==> src/rtl/cpu_pkg.sv <==
// cpu_pkg: shared CPU widths, ALU op encodings and the ID/EX pipeline entry type
package cpu_pkg;
  localparam int XLEN = 32;
  localparam int REG_W = 5;
  typedef enum logic [4:0] {
    ALU_ADD   = 5'b00001,
    ALU_SUB   = 5'b00010,
    ALU_SLL   = 5'b00011,
    ALU_SLT   = 5'b00100,
    ALU_SLTU  = 5'b00101,
    ALU_XOR   = 5'b00110,
    ALU_SRL   = 5'b00111,
    ALU_SRA   = 5'b01000,
    ALU_OR    = 5'b01001,
    ALU_AND   = 5'b01010,
    ALU_MUL   = 5'b01011,
    ALU_MULH  = 5'b01100,
    ALU_MULHU = 5'b01101,
    ALU_DIV   = 5'b01110,
    ALU_DIVU  = 5'b01111,
    ALU_REM   = 5'b10000,
    ALU_REMU  = 5'b10001,
    ALU_ADDU  = 5'b10010
  } alu_op_e;
  typedef struct packed {
    logic [XLEN-1:0]  pc;
    logic [XLEN-1:0]  rs1_data;
    logic [XLEN-1:0]  rs2_data;
    logic [XLEN-1:0]  imm;
    logic [REG_W-1:0] rs1;
    logic [REG_W-1:0] rs2;
    logic [REG_W-1:0] rd;
    logic [4:0]       alu_ctl;
    logic             src_a_pc;
    logic             src_b_imm;
    logic             reg_we;
    logic             mem_rd;
  } id_ex_t;
  localparam id_ex_t ID_EX_RST = '{alu_ctl: ALU_ADD, default: '0};
  function automatic logic idx_hit(input logic we, input logic [REG_W-1:0] rd, input logic [REG_W-1:0] rs);
    return we && rd == rs && rs != '0;
  endfunction
endpackage

==> src/rtl/id_ex_stage_if.sv <==
// id_ex_stage_if: decode-side handshake, forwarding sources and EX-side outputs of the ID/EX register
interface id_ex_stage_if;
  import cpu_pkg::*;
  logic              id_valid;
  logic              id_ready;
  logic [XLEN-1:0]   id_pc;
  logic [XLEN-1:0]   id_rs1_data;
  logic [XLEN-1:0]   id_rs2_data;
  logic [XLEN-1:0]   id_imm;
  logic [REG_W-1:0]  id_rs1;
  logic [REG_W-1:0]  id_rs2;
  logic [REG_W-1:0]  id_rd;
  logic [4:0]        id_alu_ctl;
  logic              id_src_a_pc;
  logic              id_src_b_imm;
  logic              id_reg_we;
  logic              id_mem_rd;
  logic              flush;
  logic              ex_ready;
  logic [REG_W-1:0]  mem_rd;
  logic              mem_reg_we;
  logic [XLEN-1:0]   mem_result;
  logic [REG_W-1:0]  wb_rd;
  logic              wb_reg_we;
  logic [XLEN-1:0]   wb_result;
  logic              ex_valid;
  logic [XLEN-1:0]   alu_a;
  logic [XLEN-1:0]   alu_b;
  logic [4:0]        alu_ctl;
  logic [XLEN-1:0]   ex_store_data;
  logic [XLEN-1:0]   ex_pc;
  logic [REG_W-1:0]  ex_rd;
  logic              ex_reg_we;
  logic              ex_mem_rd;
  modport master (
    output id_valid, id_pc, id_rs1_data, id_rs2_data, id_imm, id_rs1, id_rs2, id_rd,
           id_alu_ctl, id_src_a_pc, id_src_b_imm, id_reg_we, id_mem_rd, flush, ex_ready,
           mem_rd, mem_reg_we, mem_result, wb_rd, wb_reg_we, wb_result,
    input  id_ready, ex_valid, alu_a, alu_b, alu_ctl, ex_store_data, ex_pc, ex_rd, ex_reg_we, ex_mem_rd
  );
  modport slave (
    input  id_valid, id_pc, id_rs1_data, id_rs2_data, id_imm, id_rs1, id_rs2, id_rd,
           id_alu_ctl, id_src_a_pc, id_src_b_imm, id_reg_we, id_mem_rd, flush, ex_ready,
           mem_rd, mem_reg_we, mem_result, wb_rd, wb_reg_we, wb_result,
    output id_ready, ex_valid, alu_a, alu_b, alu_ctl, ex_store_data, ex_pc, ex_rd, ex_reg_we, ex_mem_rd
  );
endinterface

==> src/rtl/id_ex_stage_fwd_mux.sv <==
// fwd_mux: per-operand select of EX/MEM result, MEM/WB result or registered data (EX/MEM wins, x0 never forwarded)
module fwd_mux
  import cpu_pkg::*;
#(
  parameter bit EN = 1'b1
) (
  input  logic [REG_W-1:0] i_rs,
  input  logic [XLEN-1:0]  i_data,
  input  logic [REG_W-1:0] i_mem_rd,
  input  logic             i_mem_we,
  input  logic [XLEN-1:0]  i_mem_result,
  input  logic [REG_W-1:0] i_wb_rd,
  input  logic             i_wb_we,
  input  logic [XLEN-1:0]  i_wb_result,
  output logic [XLEN-1:0]  o_data
);
  logic w_mem_hit, w_wb_hit;
  assign w_mem_hit = EN && idx_hit(i_mem_we, i_mem_rd, i_rs);
  assign w_wb_hit  = EN && idx_hit(i_wb_we, i_wb_rd, i_rs);
  assign o_data = w_mem_hit ? i_mem_result : w_wb_hit ? i_wb_result : i_data;
endmodule

==> src/rtl/id_ex_stage.sv <==
// id_ex_stage: one-entry ID/EX pipeline register with load-use stall, flush and operand forwarding (FORWARD_EN)
module id_ex_stage
  import cpu_pkg::*;
(
  input logic          clk,
  input logic          rst,
  id_ex_stage_if.slave bus
);
`ifdef FORWARD_EN
  localparam bit FWD = 1'b1;
`else
  localparam bit FWD = 1'b0;
`endif
  logic             r_valid;
  id_ex_t           r_ex;
  id_ex_t           w_id;
  logic             w_load, w_load_use, w_raw, w_hazard, w_capture;
  logic [XLEN-1:0]  w_rs1_fwd, w_rs2_fwd;
  assign w_id = '{pc: bus.id_pc, rs1_data: bus.id_rs1_data, rs2_data: bus.id_rs2_data, imm: bus.id_imm,
                  rs1: bus.id_rs1, rs2: bus.id_rs2, rd: bus.id_rd, alu_ctl: bus.id_alu_ctl,
                  src_a_pc: bus.id_src_a_pc, src_b_imm: bus.id_src_b_imm,
                  reg_we: bus.id_reg_we, mem_rd: bus.id_mem_rd};
  assign w_load = !r_valid || bus.ex_ready;
  assign w_load_use = r_valid && r_ex.mem_rd && r_ex.rd != '0 && bus.id_valid &&
                      (r_ex.rd == bus.id_rs1 || r_ex.rd == bus.id_rs2);
  // without forwarding any pending write to a source register must drain first; WB is write-first in the regfile
  assign w_raw = !FWD && bus.id_valid &&
                 (idx_hit(r_valid && r_ex.reg_we, r_ex.rd, bus.id_rs1) ||
                  idx_hit(r_valid && r_ex.reg_we, r_ex.rd, bus.id_rs2) ||
                  idx_hit(bus.mem_reg_we, bus.mem_rd, bus.id_rs1) ||
                  idx_hit(bus.mem_reg_we, bus.mem_rd, bus.id_rs2));
  assign w_hazard = w_load_use || w_raw;
  assign w_capture = bus.id_valid && w_load && !w_hazard;
  assign bus.id_ready = bus.flush || (w_load && !w_hazard);
  // flush beats everything; a load slot with nothing to take becomes a bubble; a held entry soaks up retiring WB values
  always_ff @(posedge clk or posedge rst) begin
    if (rst) begin
      r_valid <= 1'b0;
      r_ex <= ID_EX_RST;
    end else if (bus.flush) begin
      r_valid <= 1'b0;
      r_ex.reg_we <= 1'b0;
      r_ex.mem_rd <= 1'b0;
    end else if (w_load) begin
      r_valid <= w_capture;
      if (w_capture) r_ex <= w_id;
      else begin
        r_ex.reg_we <= 1'b0;
        r_ex.mem_rd <= 1'b0;
      end
    end else if (FWD) begin
      if (idx_hit(bus.wb_reg_we, bus.wb_rd, r_ex.rs1)) r_ex.rs1_data <= bus.wb_result;
      if (idx_hit(bus.wb_reg_we, bus.wb_rd, r_ex.rs2)) r_ex.rs2_data <= bus.wb_result;
    end
  end
  fwd_mux #(.EN(FWD)) u_fwd_rs1 (
    .i_rs(r_ex.rs1), .i_data(r_ex.rs1_data),
    .i_mem_rd(bus.mem_rd), .i_mem_we(bus.mem_reg_we), .i_mem_result(bus.mem_result),
    .i_wb_rd(bus.wb_rd), .i_wb_we(bus.wb_reg_we), .i_wb_result(bus.wb_result),
    .o_data(w_rs1_fwd)
  );
  fwd_mux #(.EN(FWD)) u_fwd_rs2 (
    .i_rs(r_ex.rs2), .i_data(r_ex.rs2_data),
    .i_mem_rd(bus.mem_rd), .i_mem_we(bus.mem_reg_we), .i_mem_result(bus.mem_result),
    .i_wb_rd(bus.wb_rd), .i_wb_we(bus.wb_reg_we), .i_wb_result(bus.wb_result),
    .o_data(w_rs2_fwd)
  );
  assign bus.ex_valid      = r_valid;
  assign bus.alu_a         = r_ex.src_a_pc ? r_ex.pc : w_rs1_fwd;
  assign bus.alu_b         = r_ex.src_b_imm ? r_ex.imm : w_rs2_fwd;
  assign bus.alu_ctl       = r_ex.alu_ctl;
  assign bus.ex_store_data = w_rs2_fwd;
  assign bus.ex_pc         = r_ex.pc;
  assign bus.ex_rd         = r_ex.rd;
  assign bus.ex_reg_we     = r_ex.reg_we;
  assign bus.ex_mem_rd     = r_ex.mem_rd;
endmodule
==> src/flat_wrapper.sv <==
// flat-port wrapper written by rule: the top's interface ports become plain ports
module id_ex_stage_flat import cpu_pkg::*;
  (clk, rst, bus_id_valid, bus_id_pc, bus_id_rs1_data, bus_id_rs2_data, bus_id_imm, bus_id_rs1, bus_id_rs2, bus_id_rd, bus_id_alu_ctl, bus_id_src_a_pc, bus_id_src_b_imm, bus_id_reg_we, bus_id_mem_rd, bus_flush, bus_ex_ready, bus_mem_rd, bus_mem_reg_we, bus_mem_result, bus_wb_rd, bus_wb_reg_we, bus_wb_result, bus_id_ready, bus_ex_valid, bus_alu_a, bus_alu_b, bus_alu_ctl, bus_ex_store_data, bus_ex_pc, bus_ex_rd, bus_ex_reg_we, bus_ex_mem_rd);
  id_ex_stage_if bus_i ();
  input logic clk;
  input logic rst;
  input wire logic [$bits(bus_i.id_valid)-1:0] bus_id_valid;
  input wire logic [$bits(bus_i.id_pc)-1:0] bus_id_pc;
  input wire logic [$bits(bus_i.id_rs1_data)-1:0] bus_id_rs1_data;
  input wire logic [$bits(bus_i.id_rs2_data)-1:0] bus_id_rs2_data;
  input wire logic [$bits(bus_i.id_imm)-1:0] bus_id_imm;
  input wire logic [$bits(bus_i.id_rs1)-1:0] bus_id_rs1;
  input wire logic [$bits(bus_i.id_rs2)-1:0] bus_id_rs2;
  input wire logic [$bits(bus_i.id_rd)-1:0] bus_id_rd;
  input wire logic [$bits(bus_i.id_alu_ctl)-1:0] bus_id_alu_ctl;
  input wire logic [$bits(bus_i.id_src_a_pc)-1:0] bus_id_src_a_pc;
  input wire logic [$bits(bus_i.id_src_b_imm)-1:0] bus_id_src_b_imm;
  input wire logic [$bits(bus_i.id_reg_we)-1:0] bus_id_reg_we;
  input wire logic [$bits(bus_i.id_mem_rd)-1:0] bus_id_mem_rd;
  input wire logic [$bits(bus_i.flush)-1:0] bus_flush;
  input wire logic [$bits(bus_i.ex_ready)-1:0] bus_ex_ready;
  input wire logic [$bits(bus_i.mem_rd)-1:0] bus_mem_rd;
  input wire logic [$bits(bus_i.mem_reg_we)-1:0] bus_mem_reg_we;
  input wire logic [$bits(bus_i.mem_result)-1:0] bus_mem_result;
  input wire logic [$bits(bus_i.wb_rd)-1:0] bus_wb_rd;
  input wire logic [$bits(bus_i.wb_reg_we)-1:0] bus_wb_reg_we;
  input wire logic [$bits(bus_i.wb_result)-1:0] bus_wb_result;
  output wire logic [$bits(bus_i.id_ready)-1:0] bus_id_ready;
  output wire logic [$bits(bus_i.ex_valid)-1:0] bus_ex_valid;
  output wire logic [$bits(bus_i.alu_a)-1:0] bus_alu_a;
  output wire logic [$bits(bus_i.alu_b)-1:0] bus_alu_b;
  output wire logic [$bits(bus_i.alu_ctl)-1:0] bus_alu_ctl;
  output wire logic [$bits(bus_i.ex_store_data)-1:0] bus_ex_store_data;
  output wire logic [$bits(bus_i.ex_pc)-1:0] bus_ex_pc;
  output wire logic [$bits(bus_i.ex_rd)-1:0] bus_ex_rd;
  output wire logic [$bits(bus_i.ex_reg_we)-1:0] bus_ex_reg_we;
  output wire logic [$bits(bus_i.ex_mem_rd)-1:0] bus_ex_mem_rd;
  assign bus_i.id_valid = bus_id_valid;
  assign bus_i.id_pc = bus_id_pc;
  assign bus_i.id_rs1_data = bus_id_rs1_data;
  assign bus_i.id_rs2_data = bus_id_rs2_data;
  assign bus_i.id_imm = bus_id_imm;
  assign bus_i.id_rs1 = bus_id_rs1;
  assign bus_i.id_rs2 = bus_id_rs2;
  assign bus_i.id_rd = bus_id_rd;
  assign bus_i.id_alu_ctl = bus_id_alu_ctl;
  assign bus_i.id_src_a_pc = bus_id_src_a_pc;
  assign bus_i.id_src_b_imm = bus_id_src_b_imm;
  assign bus_i.id_reg_we = bus_id_reg_we;
  assign bus_i.id_mem_rd = bus_id_mem_rd;
  assign bus_i.flush = bus_flush;
  assign bus_i.ex_ready = bus_ex_ready;
  assign bus_i.mem_rd = bus_mem_rd;
  assign bus_i.mem_reg_we = bus_mem_reg_we;
  assign bus_i.mem_result = bus_mem_result;
  assign bus_i.wb_rd = bus_wb_rd;
  assign bus_i.wb_reg_we = bus_wb_reg_we;
  assign bus_i.wb_result = bus_wb_result;
  assign bus_id_ready = bus_i.id_ready;
  assign bus_ex_valid = bus_i.ex_valid;
  assign bus_alu_a = bus_i.alu_a;
  assign bus_alu_b = bus_i.alu_b;
  assign bus_alu_ctl = bus_i.alu_ctl;
  assign bus_ex_store_data = bus_i.ex_store_data;
  assign bus_ex_pc = bus_i.ex_pc;
  assign bus_ex_rd = bus_i.ex_rd;
  assign bus_ex_reg_we = bus_i.ex_reg_we;
  assign bus_ex_mem_rd = bus_i.ex_mem_rd;
  id_ex_stage u_core (.clk(clk), .rst(rst), .bus(bus_i));
endmodule
==> config.mk <==
export PLATFORM = sky130hd
export DESIGN_NAME = id_ex_stage_flat
export DESIGN_NICKNAME = d
export VERILOG_FILES = /design/src/rtl/cpu_pkg.sv /design/src/rtl/id_ex_stage_if.sv /design/src/rtl/id_ex_stage_fwd_mux.sv /design/src/rtl/id_ex_stage.sv /design/src/flat_wrapper.sv
export SDC_FILE = /design/constraint.sdc
export NUM_CORES = 1
export LEC_CHECK = 0
export BUFFER_PORTS_ARGS = -buffer_cell sky130_fd_sc_hd__buf_2
export CAP_MARGIN = 20
export CORE_AREA = 3 3 145 147
export CTS_CLUSTER_DIAMETER = 80
export DETAILED_ROUTE_END_ITERATION = 12
export DIE_AREA = 0 0 148 150
export GPL_ROUTABILITY_DRIVEN = 0
export GPL_TIMING_DRIVEN = 1
export MAX_ROUTING_LAYER = met4
export PLACE_DENSITY = 0.69
export SLEW_MARGIN = 5
export SYNTH_ARGS = -nofsm -noshare
export SYNTH_HDL_FRONTEND = slang
export SYNTH_HIERARCHICAL = 1
export SYNTH_SLANG_ARGS = --single-unit
==> constraint.sdc <==
create_clock -name clk -period 4.7 [get_ports clk]
set_input_delay 0.235 -clock clk [delete_from_list [all_inputs] [get_ports clk]]
set_output_delay 0.235 -clock clk [all_outputs]
set_load 0.01 [all_outputs]
# Word level (Yosys, flattened, before mapping)
# Cells that the tools add are included.
[totals]
register_bits = 143
latch_bits = 0
ramBits = 0
romBits = 0
input_bits = 233
output_inout_bits = 142
memories = 0
[op_classes]
n_addsub = 0
n_mul = 0
div = 0
n_lt_le_gt_ge = 0
eq_ne = 4
n_shift = 0
mux = 7
bitwise = 1
reduce_logical = 31
[ops]
columns = ["op", "n"]
rows = [
  ["$mux 32", 2],
  ["$eq 5x5->1", 4],
  ["$logic_and 1x1->1", 17],
  ["$reduce_bool 5->1", 3],
  ["$logic_or 1x1->1", 7],
  ["$mux 2", 3],
  ["$reduce_and 3->1", 1],
  ["$logic_not 1->1", 2],
  ["$mux 1", 2],
  ["$reduce_bool 2->1", 1],
  ["$not 1->1", 1],
]

# Depth between registers and ports, before layout
[depth]
depth_word = 13
mapped_depth = 8
depth_no_buf = 6

# Hierarchy
# The synthesis kept the hierarchy.
[modules_own_cells]
columns = ["module", "instances", "cells_each", "area_per_inst_um2", "seq_area_each_um2"]
rows = [
  ["id_ex_stage", 1, 490, 7344.5, 3829.9],
  ["fwd_mux", 2, 32, 240.2, 0.0],
]

# Least setup slack after synthesis
# No wires, ideal clock.
[synth_path]
path_kind = "flip-flop to flip-flop"
from = "register u_core.r_ex, in the netlist u_core/bus.ex_rd[3]"
to = "register u_core/r_ex[36] (netlist name)"
setup_time_ns = 0.125
arrival_time_ns = 1.992
setup_slack_ns = 2.583
stages_incl_launch_ff = 9
n_path_buf = 2
period_less_slack_ns = 2.117
path_cell_list = "dfrtp_1 -> xor2_1 -> nor3_1 -> nand3_1 -> o32a_1 -> nand4_2 -> buf_6 -> buf_6 -> mux2_4"
[synth_between]
elab_chain_cells = 11
elab_cells_between_ends = 19
classes_between = "eq/ne: 2; reduce/logical: 17"
[synth_lines]
columns = ["element", "line", "rtl"]
rows = [
  ["start: declaration", "id_ex_stage.sv:15", "id_ex_t r_ex;"],
  ["start signal: assignment", "id_ex_stage.sv:46", "if (w_capture) r_ex <= w_id;"],
  ["$eq 5x5->1", "cpu_pkg.sv:41, id_ex_stage.sv:25", ""],
  ["$logic_and 1x1->1 (2 in a row)", "cpu_pkg.sv:41", "return we && rd == rs && rs != '0;"],
  ["$logic_or 1x1->1", "id_ex_stage.sv:28", "(idx_hit(r_valid && r_ex.reg_we, r_ex.rd, bus.id_rs1) ||"],
  ["$logic_or 1x1->1", "id_ex_stage.sv:29", "idx_hit(r_valid && r_ex.reg_we, r_ex.rd, bus.id_rs2) ||"],
  ["$logic_or 1x1->1", "id_ex_stage.sv:30", "idx_hit(bus.mem_reg_we, bus.mem_rd, bus.id_rs1) ||"],
  ["$logic_and 1x1->1", "id_ex_stage.sv:27", "assign w_raw = !FWD && bus.id_valid &&"],
  ["$logic_or 1x1->1 *", "id_ex_stage.sv:32", "assign w_hazard = w_load_use || w_raw;"],
  ["$logic_not 1->1 *", "id_ex_stage.sv:33", "assign w_capture = bus.id_valid && w_load && !w_hazard;"],
  ["$logic_and 1x1->1 *", "id_ex_stage.sv:33", ""],
  ["$reduce_and 3->1 (no source line) *", "n/a", ""],
]
# Mark *: on every way between the ends. The rest lies on a longest branch, timed or not.
# A chain may end at the register's enable or synchronous reset.

# Worst setup path in the final report
[layout_path]
from = "register u_core.r_ex, in the netlist u_core/bus.ex_rd[2]"
to = "register u_core/r_ex[49] (netlist name)"
# Same word-level chain as after synthesis.

==> flow_summary.toml <==
[status]
status = "finished clean"

[route]
drt_iter0_drc = 119
drc = 0
viasPerCell = 4.42
drtPass1Iterations = 4
ant_nets = 0
wirelength_um = 16000
via_count = 4503
wire_per_inst_um = 15.7

[sta]
fin_ws_ns = 1.64
setup_viol = 0
drv_slew = 0
tightest_slew_ns = 0.913
fin_crit_ns = 3.06
holdWs_ns = 0.0513
rsz0062_at_grt = "false"
tns_ns = 0
min_period_over_period_pct = 65.0
fin_worst_skew_ns = 0.0103
slew_headroom_pct = 39.0
hold_viol_final = 0
max_freq_mhz = 327

[clock_tree]
cts_root_buffer = "clkbuf_16"
clock_sinks = 143
cts_buffers = 17
post_cts_buffers = 0
cts_max_level = 4
clockBufferDepth = 2
clk-insertion-delay-late_ns = 0.41
path_clk_slew_ns = 0.07
hold_buffers = 1
post_cts_resize_count = 0
cts_tree = "yes"

[pwr]
combPwrFrac_pct = 27.9
leakage_nw = 4.51
p_sw_share_pct = 28.6
cellPowerDensity_mw_per_mm2 = 472
power_frac_seq_pct = 38.1
ir_worst_vdd_v = 0.000217
totalPowerFinal_w = 0.00430
p_int_w = 0.00307
clkPwrFrac_pct = 34.0
p_switching_w = 0.00123

[critical_path]
crit_slowest_cell = "nand4_4"
crit_buf_inv = 1
end_kind = "flip-flop"
max_stage_delay_ns = 0.68
cp.required_ns = 4.99
cp-start-kind = "flip-flop"
path_class = "reg -> reg"
cp_top_family = "simple AND/OR/NAND/NOR gates"
crit_fanout = 54
cp.arrival_ns = 3.35
crit_chain = "or4_1, o211ai_1, a21o_1, nand4_4, buf_12, mux2_4"

[finish]
final_area_sq_mm = 0.00910
fillers = 1882
drive_above_1_share_pct = 73.4
syn_to_final_growth_pct = 21.9
final-seq-area_sq_mm = 0.00358
layout.nets = 967
multi_input_area_sq_mm = 0.00292

[grt]
track_usage_pct = 14.3
first_global_vias = 4714
antenna_found_initial = 1
grt_max_degree = 72
overflow = 0
grt_pass1_wl_um = 24500

[floorplan]
io_pins = 375
dieArea_sq_mm = 0.0222
initial_core_util_pct = 37.2
die_x_um = 148
coreArea_sq_mm = 0.0200
num_rows = 52
dieHeight_um = 150

[min_path]
hold_class = "in -> reg"

[synth]
syn_area_per_cell_sq_um = 14.0
syn_nets = 767
synthCells = 534
synthesis.area_sq_mm = 0.00746
yosys_warnings = 6

[placed_design]
post-dp-hpwl_um = 11600
dpl-instance-area_sq_mm = 0.00845
io_buffers = 304
post-place-ws_ns = 1.48

[flow_run]
max-cap-violations = 0
state kept, by name, summed over array words and instances (netlist names):
signal and cells:
u_core/bus.ex_mem_rd 1, u_core/bus.ex_rd 5, u_core/bus.ex_valid 1, u_core/bus.ex_reg_we 1
u_core/r_ex 98, u_core/bus.ex_pc 32, u_core/bus.alu_ctl 5
per-stage QoR:
step,instances,util (%)
final,1018,45.4
after global routing,1018,45.4
after CTS,1017,45.4
after detailed placement,984,42.2
after global placement,984,42.2
after floorplan,534,-
metal layers:
metal	wire, um	part of all wire (%)	GRT usage, %	up-vias
met5	0	0	-	-
met4	118	0.74	3.88	0
met3	1120	7.0	4.39	8
met2	8130	51	24.1	169
met1	6590	41	16.5	2184
li1	-	-	-	2142
layout make-up:
class | count | share of cell area [%]
flip-flops and latches | 143 | 39.3
multi-input cells | 257 | 32.1
repair buffers | 311 | 17.6
clock buffers | 19 | 4.76
well taps | 270 | 3.71
clock inverters | 13 | 2.23
inverters | 4 | 0.220
diodes | 1 | 0.0275
power by group through the flow:
stage / Clock, W / Sequential [W] / Combinational, W
2_1_floorplan: 0 / 0.00160 / 0.00104
3_3_place_gp: 0 / 0.00165 / 0.00121
3_5_place_dp: 0 / 0.00166 / 0.00122
4_1_cts: 0.00152 / 0.00164 / 0.00122
5_1_grt: 0.00157 / 0.00167 / 0.00130
6_report: 0.00146 / 0.00164 / 0.00120
layout by cell type, fill, tap and decap left out, drive strengths merged, types with 2 or more instances in the layout:
cell      instances
nand2             6
bufinv            4
clkinvlp          3
xnor2            17
dfrtp           142
buf             310
nand4             3
xor2              3
inv               9
or4               3
o211ai            2
o21ai             3
nor2              5
nand3             3
mux2            204
clkbuf           19
worst paths after layout:
path	startpoint	to	slack (ns)	depth (start not counted)
worst max-delay path	u_core/bus.ex_rd[2]	u_core/r_ex[49]	1.64	6
worst min-delay path	bus_id_imm[0]	u_core/r_ex[24]	0.05	2
worst max register to register	u_core/bus.ex_rd[2]	u_core/r_ex[49]	1.64	6
worst min register to register	u_core/bus.alu_ctl[1]	u_core/bus.alu_ctl[1]	0.50	1
max in group asynchronous	rst	u_core/r_ex[53]	3.39	4
min in group asynchronous	rst	u_core/bus.ex_pc[27]	0.24	3
No activity file was read; power rests on OpenSTA's default activity.
